File: src/rtl/stopwatch_ctrl.sv
// Run-control sequencer for the stopwatch: button debounce, run/pause/lap/full
// state machine, 10 ms count tick, counter clear pulse and display lap-freeze.
module stopwatch_ctrl #(
  parameter int unsigned TICK_DIV = 500000,
  parameter int unsigned DB_CYC   = 1000000
) (
  input  logic       CLK,
  input  logic       CLR_N,
  input  logic       BTN_SS,
  input  logic       BTN_LR,
  input  logic       WARN,
  output logic       TICK,
  output logic       CNT_CLR,
  output logic       FREEZE,
  output logic [2:0] STATE
);

  typedef enum logic [2:0] {
    S_IDLE  = 3'd0,
    S_RUN   = 3'd1,
    S_PAUSE = 3'd2,
    S_LAP   = 3'd3,
    S_FULL  = 3'd4
  } state_e;

  localparam logic [23:0] TICK_LAST = 24'(TICK_DIV - 32'd1);
  localparam logic [23:0] DB_LAST   = 24'(DB_CYC - 32'd1);

  // Button vectors: bit 0 = START/STOP, bit 1 = LAP/RESET.
  logic [1:0]       sync1_q, sync2_q;
  logic [1:0]       acc_q, acc_d;
  logic [1:0]       ev_q, ev_d;
  logic [1:0][23:0] db_cnt_q, db_cnt_d;

  state_e      state_q, state_d;
  logic [23:0] presc_q, presc_d;
  logic        tick_q, tick_d;
  logic        clr_q, clr_d;
  logic        frz_q, frz_d;
  logic        ss_ev, lr_ev;
  logic        presc_clr, counting, wrap;

  // Two-flop synchronisers for the raw buttons.
  always_ff @(posedge CLK or negedge CLR_N) begin
    if (!CLR_N) begin
      sync1_q <= '0;
      sync2_q <= '0;
    end else begin
      sync1_q <= {BTN_LR, BTN_SS};
      sync2_q <= sync1_q;
    end
  end

  // Debounce: count while the synced level disagrees with the accepted one;
  // accept after DB_CYC disagreeing samples and flag a rising acceptance.
  always_comb begin
    db_cnt_d = db_cnt_q;
    acc_d    = acc_q;
    ev_d     = '0;
    for (int unsigned i = 0; i < 2; i++) begin
      if (sync2_q[i] == acc_q[i]) begin
        db_cnt_d[i] = '0;
      end else if (db_cnt_q[i] == DB_LAST) begin
        db_cnt_d[i] = '0;
        acc_d[i]    = sync2_q[i];
        ev_d[i]     = sync2_q[i];
      end else begin
        db_cnt_d[i] = db_cnt_q[i] + 24'd1;
      end
    end
  end

  // Debounce counters, accepted levels and registered press events.
  always_ff @(posedge CLK or negedge CLR_N) begin
    if (!CLR_N) begin
      db_cnt_q <= '0;
      acc_q    <= '0;
      ev_q     <= '0;
    end else begin
      db_cnt_q <= db_cnt_d;
      acc_q    <= acc_d;
      ev_q     <= ev_d;
    end
  end

  // Next-state decode; START/STOP wins over a same-cycle LAP/RESET.
  always_comb begin
    ss_ev     = ev_q[0];
    lr_ev     = ev_q[1] & ~ev_q[0];
    state_d   = state_q;
    clr_d     = 1'b0;
    presc_clr = 1'b0;
    unique case (state_q)
      S_IDLE: begin
        presc_clr = 1'b1;
        if (ss_ev)      state_d = S_RUN;
        else if (lr_ev) clr_d   = 1'b1;
      end
      S_RUN: begin
        if (WARN)       state_d = S_FULL;
        else if (ss_ev) state_d = S_PAUSE;
        else if (lr_ev) state_d = S_LAP;
      end
      S_LAP: begin
        if (WARN)       state_d = S_FULL;
        else if (ss_ev) state_d = S_PAUSE;
        else if (lr_ev) state_d = S_RUN;
      end
      S_PAUSE: begin
        if (ss_ev) begin
          state_d = S_RUN;
        end else if (lr_ev) begin
          state_d   = S_IDLE;
          clr_d     = 1'b1;
          presc_clr = 1'b1;
        end
      end
      S_FULL: begin
        if (lr_ev) begin
          state_d   = S_IDLE;
          clr_d     = 1'b1;
          presc_clr = 1'b1;
        end
      end
      default: begin
        state_d   = S_IDLE;
        presc_clr = 1'b1;
      end
    endcase
  end

  // Prescaler advances only on edges that stay within RUN/LAP, so the edge
  // leaving for PAUSE/FULL neither loses a partial tick nor emits one.
  always_comb begin
    counting = ((state_q == S_RUN) || (state_q == S_LAP)) &&
               ((state_d == S_RUN) || (state_d == S_LAP));
    wrap     = (presc_q == TICK_LAST);
    presc_d  = presc_q;
    tick_d   = 1'b0;
    frz_d    = (state_d == S_LAP);
    if (presc_clr) begin
      presc_d = '0;
    end else if (counting) begin
      presc_d = wrap ? '0 : presc_q + 24'd1;
      tick_d  = wrap;
    end
  end

  // State, prescaler and registered outputs.
  always_ff @(posedge CLK or negedge CLR_N) begin
    if (!CLR_N) begin
      state_q <= S_IDLE;
      presc_q <= '0;
      tick_q  <= 1'b0;
      clr_q   <= 1'b0;
      frz_q   <= 1'b0;
    end else begin
      state_q <= state_d;
      presc_q <= presc_d;
      tick_q  <= tick_d;
      clr_q   <= clr_d;
      frz_q   <= frz_d;
    end
  end

  assign TICK    = tick_q;
  assign CNT_CLR = clr_q;
  assign FREEZE  = frz_q;
  assign STATE   = state_q;

endmodule
File: config.mk
export PLATFORM = sky130hd
export DESIGN_NAME = stopwatch_ctrl
export DESIGN_NICKNAME = d
export VERILOG_FILES = /design/src/rtl/stopwatch_ctrl.sv
export SDC_FILE = /design/constraint.sdc
export NUM_CORES = 1
export LEC_CHECK = 0
export ABC_AREA = 0
export CAP_MARGIN = 20
export CORE_ASPECT_RATIO = 0.9
export CORE_MARGIN = 5
export CORE_UTILIZATION = 42
export CTS_BUF_LIST = sky130_fd_sc_hd__clkbuf_4
export DETAILED_ROUTE_END_ITERATION = 8
export GPL_TIMING_DRIVEN = 1
export PLACE_DENSITY_LB_ADDON = 0.12
export SLEW_MARGIN = 30
export SYNTH_ARGS = -nofsm -noshare
export SYNTH_HDL_FRONTEND = slang
export SYNTH_SLANG_ARGS = --single-unit
File: constraint.sdc
create_clock -name CLK -period 2.2 [get_ports CLK]
set_input_delay 0.33 -clock CLK [delete_from_list [all_inputs] [get_ports CLK]]
set_output_delay 0.33 -clock CLK [all_outputs]
set_load 0.01 [all_outputs]
## Word level (Yosys, flattened, before mapping)

Index checks and enable logic that the tools add are counted.

| cells by class | value |
|---|---|
| reductions and logical operators | 9 |
| bitwise operators | 4 |
| eq/ne operators | 11 |
| $add $sub $neg | 3 |
| mux-type cells | 27 |

Operators by type and width:

| kind | number |
|---|---|
| two-way mux 24 bit | 7 |
| adder 24 x 1 -> 24 bit (second input constant) | 3 |
| == test 24 x 20 -> 1 bit (second input constant) | 2 |
| two-way mux 3 bit | 9 |
| == test 24 x 19 -> 1 bit (second input constant) | 1 |
| one-hot mux 3 bit (5 select lines) | 1 |
| == test 3 x 2 -> 1 bit (second input constant) | 3 |
| two-way mux 1 bit | 8 |
| == test 3 x 1 -> 1 bit (second input constant) | 2 |
| AND reduction 2 bit | 2 |
| OR reduction 2 bit | 2 |
| == test 3 bit (second input constant) | 1 |
| logical NOT 3 bit | 1 |
| NOT 1 bit | 3 |
| one-hot mux 1 bit (3 select lines) | 1 |
| == test 1 bit | 2 |
| logical OR 1 bit | 2 |
| one-hot mux 1 bit (2 select lines) | 1 |
| nonzero test 2 bit | 1 |
| bitwise AND 1 bit | 1 |
| logical AND 1 bit | 1 |

| word-level totals | value |
|---|---|
| flip-flop bits (word level) | 86 |
| logic and storage cells | 66 |
| bits of input ports | 5 |

## Longest topological paths before layout

| depth | value |
|---|---|
| depth after elaboration | 11 |
| mapped depth | 7 |
| depth with buffers taken out | 6 |

## Worst setup path after synthesis

OpenSTA, ideal clock, no wires.

| path | value |
|---|---|
| path type | reg-to-reg |
| start | register state_q[0], in the netlist STATE[0] |
| end | register presc_q[6] |
| buffers on the path | 1 |
| arrival | 1755 ps |
| stages on the path, launching flop included | 7 |
| slack | 368 ps |
| library setup time | 76 ps |
| path through | dfrtp_1 buf_4 or3b_4 a21oi_4 o22ai_4 or4_1 o21ai_1 |

| between the ends | value |
|---|---|
| cells in the longest elaborated chain, start to end | 8 |

RTL lines:

| element | line | source |
|---|---|---|
| from (decl) | 35 | `state_e state_q, state_d;` |
| from (signal assigned) | 158 | `state_q <= state_d;` |
| two-way mux 3 bit, on equally long branches | 107, 102 |  |
| two-way mux 3 bit, on equally long branches | 106, 101 |  |
| two-way mux 3 bit, on equally long branches | 105, 100 |  |
| one-hot mux 3 bit (5 select lines) | 93 | `unique case (state_q)` |
| == test 3 x 1 -> 1 bit / == test 3 x 2 -> 1 bit (equally long branches) | 136 | `((state_d == S_RUN) \|\| (state_d == S_LAP));` |
| logical OR 1 bit | 136 |  |
| logical AND 1 bit | 135 | `counting = ((state_q == S_RUN) \|\| (state_q == S_LAP)) &&` |
| nonzero test 2 bit (no source line) | - |  |
| to (signal assigned) | 159 | `presc_q <= presc_d;` |
| to (decl) | 36 | `logic [23:0] presc_q, presc_d;` |

Parallel ways exist; a longest one is shown, timed or not.
A chain may end at the register's enable or synchronous reset.

## Worst setup path after layout

| path | value |
|---|---|
| start | register presc_q[20] |
| end | register presc_q[21] |

| between the ends | value |
|---|---|
| cells in the longest elaborated chain, start to end | 4 |

RTL lines:

| element | line | source |
|---|---|---|
| adder 24 x 1 -> 24 bit / == test 24 x 19 -> 1 bit (equally long branches) | 144, 137 |  |
| two-way mux 24 bit * | 144 | `presc_d = wrap ? '0 : presc_q + 24'd1;` |
| two-way mux 24 bit * | 143 | `end else if (counting) begin` |
| two-way mux 24 bit * | 141 | `if (presc_clr) begin` |

Mark *: on every way between the ends. The rest lies on a longest branch, timed or not. The select of a mux whose other input is x is not followed.

==> flow_metrics.env <==
export IMPL_synth_largest_area_cell="dfrtp_1"
export IMPL_synth_area_leaders="dfrtp_1 49%, xor2_1 6.8%, nor2_1 5.7%"
export IMPL_crit_slowest_cell="dfrtp_1"
export IMPL_power_density_nw_per_um2=500.7
export IMPL_htree_levels=3
export IMPL_clk_transition_reported_paths_ps=130
export IMPL_maxSlewViolCount=0
export IMPL_synth_warnings=0
export IMPL_cts_tree="yes"
export IMPL_die_w_um=117.8
export IMPL_timing_slew_headroom_pct=62.53
export IMPL_stdcell_count=609
export IMPL_mostFrequentLayoutCell="dfrtp_1"
export IMPL_cts_sink_count=86
export IMPL_crit_chain="nor4b_1 -> nand4_1 -> o22a_2 -> and3_1 -> mux2_2"
export IMPL_area_growth_pct=11.07
export IMPL_fin_skew_ps=23.86
export IMPL_p_sw_share_pct=23.17
export IMPL_rows=35
export IMPL_grt_max_degree=45
export IMPL_drt_iter0_drc=201
export IMPL_via_per_inst=5.351
export IMPL_clock_root_buffer="clkbuf_4"
export IMPL_final_nets=484
export IMPL_antenna_found_initial=0
export IMPL_worstSetupStartpointType="flop"
export IMPL_cp_arrival_ps=2370
export IMPL_io_buffers=10
export IMPL_synth_area_um2=4395
export IMPL_dp_cells=592
export IMPL_power_switching_w=0.0005663
export IMPL_coreArea_um2=10250
export IMPL_worstHoldPathType="in2reg"
export IMPL_end_kind="flop"
export IMPL_synth_ff_type="dfrtp_1"
export IMPL_tightest_slew_ps=562.0
export IMPL_avgSynthCellArea_um2=9.724
export IMPL_p_leak_nw=2.045
export IMPL_place_hpwl_mm=6.076
export IMPL_ys_seq_elements=86
export IMPL_drtAntennaViolNets=0
export IMPL_max_cap_violations=0
export IMPL_initial_core_util_pct=42.89
export IMPL_wl_per_cell_um=14.47
export IMPL_finalCriticalPeriod_ps=2034
export IMPL_async_flop_share_pct=100.0
export IMPL_diodes=0
export IMPL_grt_ovfl_total=0
export IMPL_track_usage_pct=15.07
export IMPL_internal_power_w=0.001878
export IMPL_power_w=0.002445
export IMPL_first_global_vias=3185
export IMPL_place_congestion=0.7713
export IMPL_cp_required_ps=2530
export IMPL_syn_inst=452
export IMPL_critical_path_class="reg2reg"
export IMPL_clockBufferDepth=2
export IMPL_drt_pre_antenna_iters=4
export IMPL_final_hold_viol_count=0
export IMPL_clock_power_share_pct=30.8
export IMPL_status="complete, no violations"
export IMPL_min_period_over_period_pct=92.46
export IMPL_ys_types=51
export IMPL_synth_edf_count=0
export IMPL_power_frac_seq_pct=65.7
export IMPL_p_comb_share_pct=3.5
export IMPL_layout_common_cells="86 x dfrtp_1, 67 x nor2_1, 36 x nand2_1"
export IMPL_finalSetupViolCount=0
export IMPL_insertion_delay_ps=430
export IMPL_yosysSeqAreaShare_pct=48.96
export IMPL_peakVddDrop_mv=0.4404
export IMPL_cts_buffers=9
export IMPL_fmax_mhz=491.6
export IMPL_grt_pass1_wl_mm=15.85
export IMPL_netlist_area_leader_share_pct=48.96
export IMPL_routed_via_count=3259
export IMPL_die_area_um2=12610
export IMPL_routed_wl_mm=8.810
export IMPL_max_stage_delay_ps=460
export IMPL_drc=0
export IMPL_path_max_fanout=14
export IMPL_drive_gt1_share_pct=10.63
export IMPL_synth_nets=460
export IMPL_die_h_um=107.1
export IMPL_ios=11
[timing repair]
item | CTS | global route
setup endpoints to repair | 0 | 13
buffers inserted | 0 | 1
hold buffers | 1 | 0
hold endpoints to repair | 42 | 0
resized for setup | 0 | 1
[critical path: cells and delay by family, from the launching register on]
family	cells	cell delay, ps
AOI/OAI and AO/OA	1	390
DFF	1	460
muxes	1	250
and+or+nand+nor	3	820
[kinds of logic (layout without fill, tap and decap cells)]
logic type / Yosys count / in the layout / synth area share, %
xor gates and xnor gates: 45 / 45 / 8.967
and+or+nand+nor: 230 / 230 / 27.92
adders and majority gates: 3 / 3 / 0.8541
AOI/OAI and AO/OA: 56 / 56 / 8.853
muxes: 7 / 7 / 1.679
DFF: 86 / 86 / 48.96
buffers and inverters: 25 / 53 / 2.761
[area by class of cell]
cell class              count  area [um^2]
fillers                   986         5365
repair buffers             30        312.8
flip-flops and latches     86         2152
multi-input cells         341         2123
well taps                 129        161.4
clock buffers              12        90.09
inverters                   8        30.03
clock inverters             3        12.51
[cells in the mapped netlist, drive strengths merged (5+ instances only)]
master,instances
a21oi,7
o21ai,21
nand2,36
and4,6
nand3,32
xor2,34
nand4,19
nor2,68
dfrtp,86
nor4,16
xnor2,11
and3,11
inv,8
nor3,14
clkbuf,6
buf,11
nor4b,7
a31oi,6
nor2b,5
a22o,10
[through the flow]
step	setup WS [ps]	TNS [ps]	hold WS [ps]	cell area (um^2)	utilization (%)
after floorplan	368.3	0	34.41	4395	-
after global placement	165.8	0	333.7	4748	46.34
after detailed placement	87.88	0	334.7	4748	46.34
after CTS	67.47	0	290.9	4861	47.44
after global routing	-2.373	-2.373	310.7	4882	47.64
final	165.9	0	326.7	4882	47.64
[metal layers]
metal / GRT usage [%] / up-vias / wire [um]
met5: 0 / - / 0
li1: - / 1655 / -
met2: 21.53 / 51 / 3704
met1: 22.43 / 1543 / 4661
met3: 3.797 / 10 / 333
met4: 4.505 / 0 / 110
[power groups by stage]
stage	Combinational [W]	Sequential, W	Clock [W]
2_1_floorplan	0.0000291	0.00163	0
5_1_grt	0.000101	0.00161	0.000873
3_3_place_gp	0.0000866	0.00164	0
4_1_cts	0.0000894	0.00161	0.000801
6_report	0.0000845	0.00161	0.000754
3_5_place_dp	0.0000878	0.00164	0
[sequential cells by signal, indices dropped and copies added (netlist names)]
name,flops
acc_q,2
sync2_q,2
STATE,3
ev_q,2
presc_q,24
sync1_q,2
CNT_CLR,1
FREEZE,1
db_cnt_q,48
TICK,1
[path summary, 6_finish.rpt]
check                       startpoint           end  slack (ps)  cells past startpoint
hold / removal                  BTN_LR    sync1_q[1]         330                      1
max in group asynchronous        CLR_N  db_cnt_q[26]        1150                      3
hold reg to reg             sync1_q[1]    sync2_q[1]         360                      0
setup reg to reg           presc_q[20]   presc_q[21]         170                      5
min in group asynchronous        CLR_N   presc_q[16]         400                      2
setup / recovery           presc_q[20]   presc_q[21]         170                      5
(Power assumes the default switching activity.)
